### src/rtl/control_unit_pkg.sv
// Shared definitions for the control unit: opcodes, ALU selects, FSM states
// and instruction field positions.
package control_unit_pkg;

    typedef enum logic [3:0] {
        OP_NOOP  = 4'd0,
        OP_STORE = 4'd1,
        OP_LOAD  = 4'd2,
        OP_ADD   = 4'd3,
        OP_SUB   = 4'd4,
        OP_HALT  = 4'd5,
        OP_AND   = 4'd6,
        OP_OR    = 4'd7,
        OP_XOR   = 4'd8
    } opcode_e;

    localparam logic [2:0] ALU_NONE = 3'b000;
    localparam logic [2:0] ALU_ADD  = 3'b011;
    localparam logic [2:0] ALU_SUB  = 3'b010;
    localparam logic [2:0] ALU_XOR  = 3'b100;
    localparam logic [2:0] ALU_OR   = 3'b101;
    localparam logic [2:0] ALU_AND  = 3'b110;

    typedef enum logic [2:0] {
        S_FETCH   = 3'd0,
        S_LOADIR  = 3'd1,
        S_DECODE  = 3'd2,
        S_EXECUTE = 3'd3,
        S_HALT    = 3'd4
    } state_e;

    // Which datapath write an instruction performs in EXECUTE
    typedef enum logic [1:0] {
        WR_NONE,
        WR_DMEM,
        WR_RFA,
        WR_RFB
    } wr_class_e;

    localparam int unsigned OP_MSB       = 15;
    localparam int unsigned OP_LSB       = 12;
    localparam int unsigned MEM_ADDR_MSB = 11;
    localparam int unsigned MEM_ADDR_LSB = 4;
    localparam int unsigned MEM_REG_MSB  = 3;
    localparam int unsigned MEM_REG_LSB  = 0;
    localparam int unsigned ALU_RA_MSB   = 11;
    localparam int unsigned ALU_RA_LSB   = 8;
    localparam int unsigned ALU_RB_MSB   = 7;
    localparam int unsigned ALU_RB_LSB   = 4;

endpackage

### src/rtl/control_unit_instr_decoder.sv
// Combinational instruction decode: IR -> datapath addresses, ALU select,
// write class and halt flag.
module instr_decoder
    import control_unit_pkg::*;
(
    input  logic [15:0] ir_i,
    output logic [7:0]  d_addr_o,
    output logic [3:0]  rf_a_addr_o,
    output logic [3:0]  rf_b_addr_o,
    output logic [2:0]  alu_s_o,
    output wr_class_e   wr_class_o,
    output logic        halt_o
);

    opcode_e op;
    assign op = opcode_e'(ir_i[OP_MSB:OP_LSB]);

    always_comb begin
        d_addr_o    = '0;
        rf_a_addr_o = '0;
        rf_b_addr_o = '0;
        wr_class_o  = WR_NONE;
        halt_o      = 1'b0;
        case (op)
            OP_STORE, OP_LOAD: begin
                d_addr_o    = ir_i[MEM_ADDR_MSB:MEM_ADDR_LSB];
                rf_a_addr_o = ir_i[MEM_REG_MSB:MEM_REG_LSB];
                wr_class_o  = (op == OP_STORE) ? WR_DMEM : WR_RFA;
            end
            OP_ADD, OP_SUB, OP_AND, OP_OR, OP_XOR: begin
                rf_a_addr_o = ir_i[ALU_RA_MSB:ALU_RA_LSB];
                rf_b_addr_o = ir_i[ALU_RB_MSB:ALU_RB_LSB];
                wr_class_o  = WR_RFB;
            end
            OP_HALT: halt_o = 1'b1;
            default: ;
        endcase
    end

    always_comb begin
        case (op)
            OP_ADD:  alu_s_o = ALU_ADD;
            OP_SUB:  alu_s_o = ALU_SUB;
            OP_AND:  alu_s_o = ALU_AND;
            OP_OR:   alu_s_o = ALU_OR;
            OP_XOR:  alu_s_o = ALU_XOR;
            default: alu_s_o = ALU_NONE;
        endcase
    end

endmodule

### src/rtl/control_unit.sv
// Multi-cycle sequencer: FETCH -> LOADIR -> DECODE -> EXECUTE, with an
// absorbing HALT state. Owns PC, IR and the state register.
module control_unit
    import control_unit_pkg::*;
#(
    parameter int unsigned PC_W       = 7,
    parameter int unsigned START_ADDR = 0
) (
    input  logic            Clk,
    input  logic            Reset_n,
    input  logic [15:0]     I_data,
    output logic [PC_W-1:0] I_addr,
    output logic [7:0]      D_addr,
    output logic            D_wr,
    output logic [3:0]      RF_A_addr,
    output logic [3:0]      RF_B_addr,
    output logic            RF_WenA,
    output logic            RF_WenB,
    output logic [2:0]      ALU_s,
    output logic [15:0]     IR,
    output logic [2:0]      State,
    output logic            Halted
);

    state_e          state_q, state_d;
    logic [PC_W-1:0] pc_q, pc_d;
    logic [15:0]     ir_q, ir_d;
    wr_class_e       wr_class;
    logic            dec_halt;

    instr_decoder u_dec (
        .ir_i        (ir_q),
        .d_addr_o    (D_addr),
        .rf_a_addr_o (RF_A_addr),
        .rf_b_addr_o (RF_B_addr),
        .alu_s_o     (ALU_s),
        .wr_class_o  (wr_class),
        .halt_o      (dec_halt)
    );

    always_ff @(posedge Clk or negedge Reset_n) begin
        if (!Reset_n) begin
            state_q <= S_FETCH;
            pc_q    <= PC_W'(START_ADDR);
            ir_q    <= '0;
        end else begin
            state_q <= state_d;
            pc_q    <= pc_d;
            ir_q    <= ir_d;
        end
    end

    // Write enables come only from EXECUTE, so they fall with the async reset
    always_comb begin
        state_d = state_q;
        pc_d    = pc_q;
        ir_d    = ir_q;
        D_wr    = 1'b0;
        RF_WenA = 1'b0;
        RF_WenB = 1'b0;
        case (state_q)
            S_FETCH:  state_d = S_LOADIR;
            S_LOADIR: begin
                ir_d    = I_data;
                pc_d    = pc_q + PC_W'(1);
                state_d = S_DECODE;
            end
            S_DECODE: state_d = dec_halt ? S_HALT : S_EXECUTE;
            S_EXECUTE: begin
                D_wr    = (wr_class == WR_DMEM);
                RF_WenA = (wr_class == WR_RFA);
                RF_WenB = (wr_class == WR_RFB);
                state_d = S_FETCH;
            end
            S_HALT:   state_d = S_HALT;
            default:  state_d = S_FETCH;
        endcase
    end

    assign I_addr = pc_q;
    assign IR     = ir_q;
    assign State  = state_q;
    assign Halted = (state_q == S_HALT);

endmodule

### config.mk
export PLATFORM = sky130hd
export DESIGN_NAME = control_unit
export DESIGN_NICKNAME = d
export VERILOG_FILES = /design/src/rtl/control_unit_pkg.sv /design/src/rtl/control_unit_instr_decoder.sv /design/src/rtl/control_unit.sv
export SDC_FILE = /design/constraint.sdc
export NUM_CORES = 1
export LEC_CHECK = 0
export ABC_AREA = 1
export CORE_ASPECT_RATIO = 1.1
export CORE_MARGIN = 1
export CORE_UTILIZATION = 30
export DETAILED_ROUTE_END_ITERATION = 8
export PLACE_DENSITY = 0.64
export RECOVER_POWER = 100
export SYNTH_ARGS = -nofsm -noshare
export SYNTH_HDL_FRONTEND = slang
export SYNTH_SLANG_ARGS = --single-unit
export TNS_END_PERCENT = 100
### constraint.sdc
create_clock -name Clk -period 2.1 [get_ports Clk]
set_clock_uncertainty 0.2 [all_clocks]
set_input_delay 0.42 -clock Clk [delete_from_list [all_inputs] [get_ports Clk]]
set_output_delay 0.42 -clock Clk [all_outputs]
set_load 0.01 [all_outputs]
## Yosys cells after proc, flatten, opt, wreduce, memory -nomap -nowiden

Cells that the tools add are included.

| operators by class | value |
|---|---|
| mux-type cells | 12 |
| add/sub/neg operators | 1 |
| reduce and logical (&&, ||, !) cells | 3 |
| equal/unequal tests | 15 |

Operators by type and width:

| operator | number |
|---|---|
| == test 4 x 3 -> 1 bit (second input constant) | 4 |
| one-hot mux 3 bit (5 select lines) | 1 |
| one-hot mux 3 bit (4 select lines) | 1 |
| == test 4 x 2 -> 1 bit (second input constant) | 2 |
| two-way mux 8 bit | 1 |
| one-hot mux 4 bit (2 select lines) | 1 |
| adder 7 x 1 -> 7 bit (second input constant) | 1 |
| == test 3 x 2 -> 1 bit (second input constant) | 2 |
| OR reduction 5 bit | 1 |
| == test 2 bit (second input constant) | 2 |
| == test 4 x 1 -> 1 bit (second input constant) | 1 |
| == test 4 bit (second input constant) | 1 |
| two-way mux 1 bit | 4 |
| two-way mux 4 bit | 1 |
| one-hot mux 2 bit (2 select lines) | 1 |
| == test 3 x 1 -> 1 bit (second input constant) | 1 |
| == test 3 bit (second input constant) | 1 |
| logical NOT 3 bit | 1 |
| two-way mux 3 bit | 1 |
| == test 2 x 1 -> 1 bit (second input constant) | 1 |
| two-way mux 2 bit | 1 |
| OR reduction 2 bit | 1 |

| storage, ports and cells | value |
|---|---|
| input bits | 18 |
| output and inout bits | 49 |
| flip-flop bits (word level) | 26 |
| logic and storage cells | 34 |

## Depth between registers and ports, before layout

Gate-level depths: netlist (run 1).

| logic depth | value |
|---|---|
| depth in word-level cells | 5 |
| gate-level depth with buffers | 7 |
| gate-level depth less buffers | 7 |

## By module

Synthesis (run 1) repeated with hierarchy kept, for this count alone.

| unflattened totals | value |
|---|---|
| cells, all modules | 193 |
| area total of the unflattened synthesis | 1427.6 um^2 |

By module, submodules not included:

| module | cells each | times used | area each (um^2) | sequential area each (um^2) |
|---|---|---|---|---|
| control_unit | 132 | 1 | 1134.8 | 650.6 |
| instr_decoder | 61 | 1 | 292.8 | 0.0 |

## Least setup slack after synthesis (run 1)

OpenSTA, ideal clock, no wires.

| path | value |
|---|---|
| kind | register -> output |
| from | reg ir_q[12] (netlist: IR[12]) |
| to | out D_addr[0] |
| buffers on the path | 0 |
| slack | 0.401 ns |
| data required time | 1.480 ns |
| arrival | 1.079 ns |
| stages on the path, launching flop included | 7 |
| path through | dfrtp_1 > inv_1 > nor2_1 > nand2_1 > nand2_1 > inv_2 > nor2_1 |

| between the ends | value |
|---|---|
| word-level cells in the longest chain between the ends | 3 |
| elaborated cells on any way between the ends | 4 |
| those cells by class | eq/ne (2); mux (1); reduce/logical (1) |

Ends and longest elaborated chain:

| element | RTL line | text |
|---|---|---|
| start: declaration | control_unit.sv:27 | `logic [15:0] ir_q, ir_d;` |
| start signal: assignment | control_unit.sv:49 | `ir_q <= ir_d;` |
| == test 4 x 2 -> 1 bit / == test 4 x 1 -> 1 bit (equally long branches) | control_unit_instr_decoder.sv:24 | `case (op)` |
| OR reduction 2 bit * | control_unit_instr_decoder.sv:24 |  |
| two-way mux 8 bit * | control_unit_instr_decoder.sv:24 |  |
| end: declaration | control_unit.sv:13 | `output logic [7:0] D_addr,` |

Every way passes the cells marked *; elsewhere a longest branch is shown, timed or not.

## Final worst setup path (run 1)

| path | value |
|---|---|
| from | reg ir_q[13] (netlist: IR[13]) |
| to | out RF_A_addr[1] |

| between the ends | value |
|---|---|
| word-level cells in the longest chain between the ends | 3 |
| elaborated cells on any way between the ends | 10 |
| those cells by class | eq/ne (7); mux (1); reduce/logical (2) |

Ends and longest elaborated chain:

| element | RTL line | text |
|---|---|---|
| == test 4 x 2 -> 1 bit (tied with other cells) | control_unit_instr_decoder.sv:24 |  |
| OR reduction 5 bit / OR reduction 2 bit (equally long branches) | control_unit_instr_decoder.sv:24 |  |
| one-hot mux 4 bit (2 select lines) * | control_unit_instr_decoder.sv:24 |  |
| end: declaration | control_unit.sv:15 | `output logic [3:0] RF_A_addr,` |

Marks and branches as above.

==> results.md, run 1 <==
* Fraction of the yosys area taken by sequential cells at 50.2%
* I/O pin count at 67
* Area used by sequential logic in the layout at 653 µm²
* Warnings from Yosys at 0
* Setup repair after global routing missed its margin: yes
* Crit Path Category: reg -> out
* Clock slew at the register clock pins of the worst setup and hold paths at 0.08 ns
* Hold-fix buffer count after cts at 0
* Syn avg cell area at 7.49 µm²
* Hold Fails Final Rpt at 0
* Final cell count without fillers at 311
* Detailed-route wire length at 3.62 mm
* Antenna diode count at 0
* Estimated wirelength of the detail-placed design at 2.55 mm
* TritonCTS clock tree: yes
* Max Fclk at 477 MHz
* Slowest cell on the critical path: dfrtp_2
* Vertical extent of the die at 70.9 µm
* Final Net Count at 280
* Initial drt markers at 68
* Worst Path Arrival at 1.48 ns
* Share of the core filled with cells in the final layout at 53.7%
* Worst stage delay on the critical path at 0.48 ns
* Maximum number of pins on one net before global-route repair at 27
* Number of max-slew violations in the final report at 0
* Number of buffers between clock root and the deepest sink at 2
* Fill cells at 416
* Critical path fanouts, max at 5
* Pre-CTS setup slack at -0.148 ns
* Worst Setup Start Kind: flip-flop
* Hold crit path type: reg -> reg
* Die ar. at 0.00458 mm²
* Starting density of the core at 31.9%
* Worst hold slack at 0.312 ns
* Cells after Synth at 173
* Combined area of all synthesized cells at 0.00129 mm²
* Clk Latency, worst-skew pair at 0.26 ns
* First-pass DRT Iterations at 5
* Crit. End Element: primary output
* Number of input and output port buffers inserted at 66
* List of cells traversed by the critical path: buf_4 -> nand3_2 -> nand3_4 -> buf_6 -> nand2_2 -> nand2_1 -> buf_2
* Least-Margin Pin Slew at 0.634 ns
* Chip width at 64.6 µm
* Summed negative setup slack over all endpoints at 0 ns
* Post-synth cell types at 16
* Max Cap Viol at 0
* Cell area reported after detailed placement at 0.00208 mm²
* Design Power at 3.37 mW
* First-pass GRT wire length at 5.67 mm
* Antenna viol nets, final at 0
* Buf/Inv on CP at 3
* Flip-flop and latch count after synthesis at 26
* # DRC at 0
* Setup slack of the critical path after layout at 0.00276 ns
* Via count of the first global-routing pass at 1259
* Number of nets produced by synthesis at 192
* Final instance area at 0.00218 mm²
* Cells taking the most area after synthesis: dfrtp_1 (50%), nand2_1 (18%), inv_1 (7.2%)
* Outcome: completed
* Number of clock buffers inserted by TritonCTS at 3
* Total area of multi-input combinational cells at 587 µm²
* Crit path from: IR[13]
* Layout overhead on the synthesized area at 68.1%
* Min Tclk post-route at 2.10 ns
* Final count of negative-setup-slack endpoints at 0
* Std-Cell Rows at 24
* Vias per cell at 4.41
* Number of cells after detailed placement at 300
* DR vias at 1371
* Post-route clock period utilization at 99.9%
* Initial antenna violation count at 0
* Leakage Power at 1.14 nW
* Overall global routing resource usage at 15.7%
* CTS root buf: clkbuf_8
* TritonCTS Sinks at 26
* Cell type with the largest total area after synthesis: dfrtp_1
* Data required time of the critical path at 1.48 ns
* Worst-case vdd ir drop at 0.000741 V
* Top-area cell type share of the netlist area at 50.2%
* Worst hold path startpoint: IR[1]
* Detailed-route wire length per cell at 11.6 µm
* Pwr/cell area at 1550 mW/mm²
* Final RePlAce weighted congestion at 0.878
* Cell type group with the largest total delay on the critical path: flip-flops
* Startpoint of the most critical register-to-register path: State[2]
* Share of layout cells above drive strength 1 at 27.0%
* Standard cell core area at 0.00405 mm²
* Slew headroom at 57.7%
* CTS HTree Levels at 1
* Total grt overflow at 0
-- final timing paths --
| path | endpoint | slack (ns) | cells past startpoint |
|---|---|---|---|
| min | IR[1] | 0.31 | 2 |
| max reg2reg | IR[11] | 0.16 | 6 |
| min in group asynchronous | State[2] | 0.50 | 2 |
| min reg2reg | IR[1] | 0.31 | 2 |
| max in group asynchronous | IR[13] | 0.76 | 2 |
| max | RF_A_addr[1] | 0.003 | 7 |
-- power by group --
group | internal (mW) | total [mW] | switching (mW)
sequential | 0.736 | 0.951 | 0.215
combinational | 1.02 | 2.14 | 1.12
clock | 0.128 | 0.276 | 0.147
-- repair_timing --
action,4_1_cts,5_1_grt
pin swaps,0,7
setup endpoints to repair,23,21
resized for setup,65,45
hold endpoints to repair,0,0
buffers inserted,5,3
-- Yosys cell counts --
master / number
nand2_1: 61
dfrtp_1: 26
inv_1: 25
nor2_1: 24
o21ai_0: 14
nand3_1: 8
buf_4: 2
inv_2: 2
nand4_1: 2
xnor2_1: 2
xor2_1: 2
buf_6: 1
ha_1: 1
nand2_2: 1
nand3_2: 1
nor2_4: 1
-- placed cells by master (no fill, tap or decap), drive strengths merged --
cell type and count:
buf 29, clkdlybuf4s50 23, dlygate4sd3 20, dfrtp 26, o21ai 14, nand2 62, xor2 2, nand4 2
clkdlybuf4s25 1, nor2 25, xnor2 2, inv 27, nand3 9, clkbuf 13, ha 1, clkdlybuf4s15 1
dlygate4sd2 2
-- sequential cells by signal, summed over array words and instances, names as in the netlist --
register  flops
IR           16
State         3
I_addr        7
-- worst min-delay path: cells and delay by family, from the launching register on --
| kind | cells | cell delay (ns) |
|---|---|---|
| DFF | 1 | 0.37 |
| and+or+nand+nor | 2 | 0.11 |
-- metal layers --
| layer | GRT usage (%) | wire, µm |
|---|---|---|
| met1 | 21.5 | 1620 |
| met2 | 24.1 | 1720 |
| met3 | 2.90 | 239 |
| met4 | 6.91 | 47 |
| met5 | 0 | 0 |
-- layout make-up --
cell class              instances  area share, %
clock buffers                   3           1.90
inverters                      27           4.77
multi-input cells             117           27.0
flip-flops and latches         26           30.0
well taps                      52           2.99
repair buffers                 86           33.4
-- cells by family (layout without fill, tap and decap cells) --
logic type / count (synthesis) / after routing / synth area share [%]
XOR/XNOR: 4 / 4 / 2.71
adder cells (fa/ha/maj): 1 / 1 / 0.966
AO/OA/AOI/OAI: 14 / 14 / 5.41
flip-flops: 26 / 26 / 50.2
AND/OR/NAND/NOR: 98 / 98 / 30.8
buffers and inverters: 30 / 116 / 9.85
No activity file was read; power rests on OpenSTA's default activity.
==> run 2: changes to the inputs <==
--- a/config.mk
+++ b/config.mk
@@ -10,6 +10,7 @@
 export CORE_MARGIN = 1
 export CORE_UTILIZATION = 30
 export DETAILED_ROUTE_END_ITERATION = 8
+export GPL_ROUTABILITY_DRIVEN = 0
 export PLACE_DENSITY = 0.64
 export RECOVER_POWER = 100
 export SYNTH_ARGS = -nofsm -noshare
==> results of run 2 <==
Same layout as run 1: the final DEF is identical, and so are final timing and power.
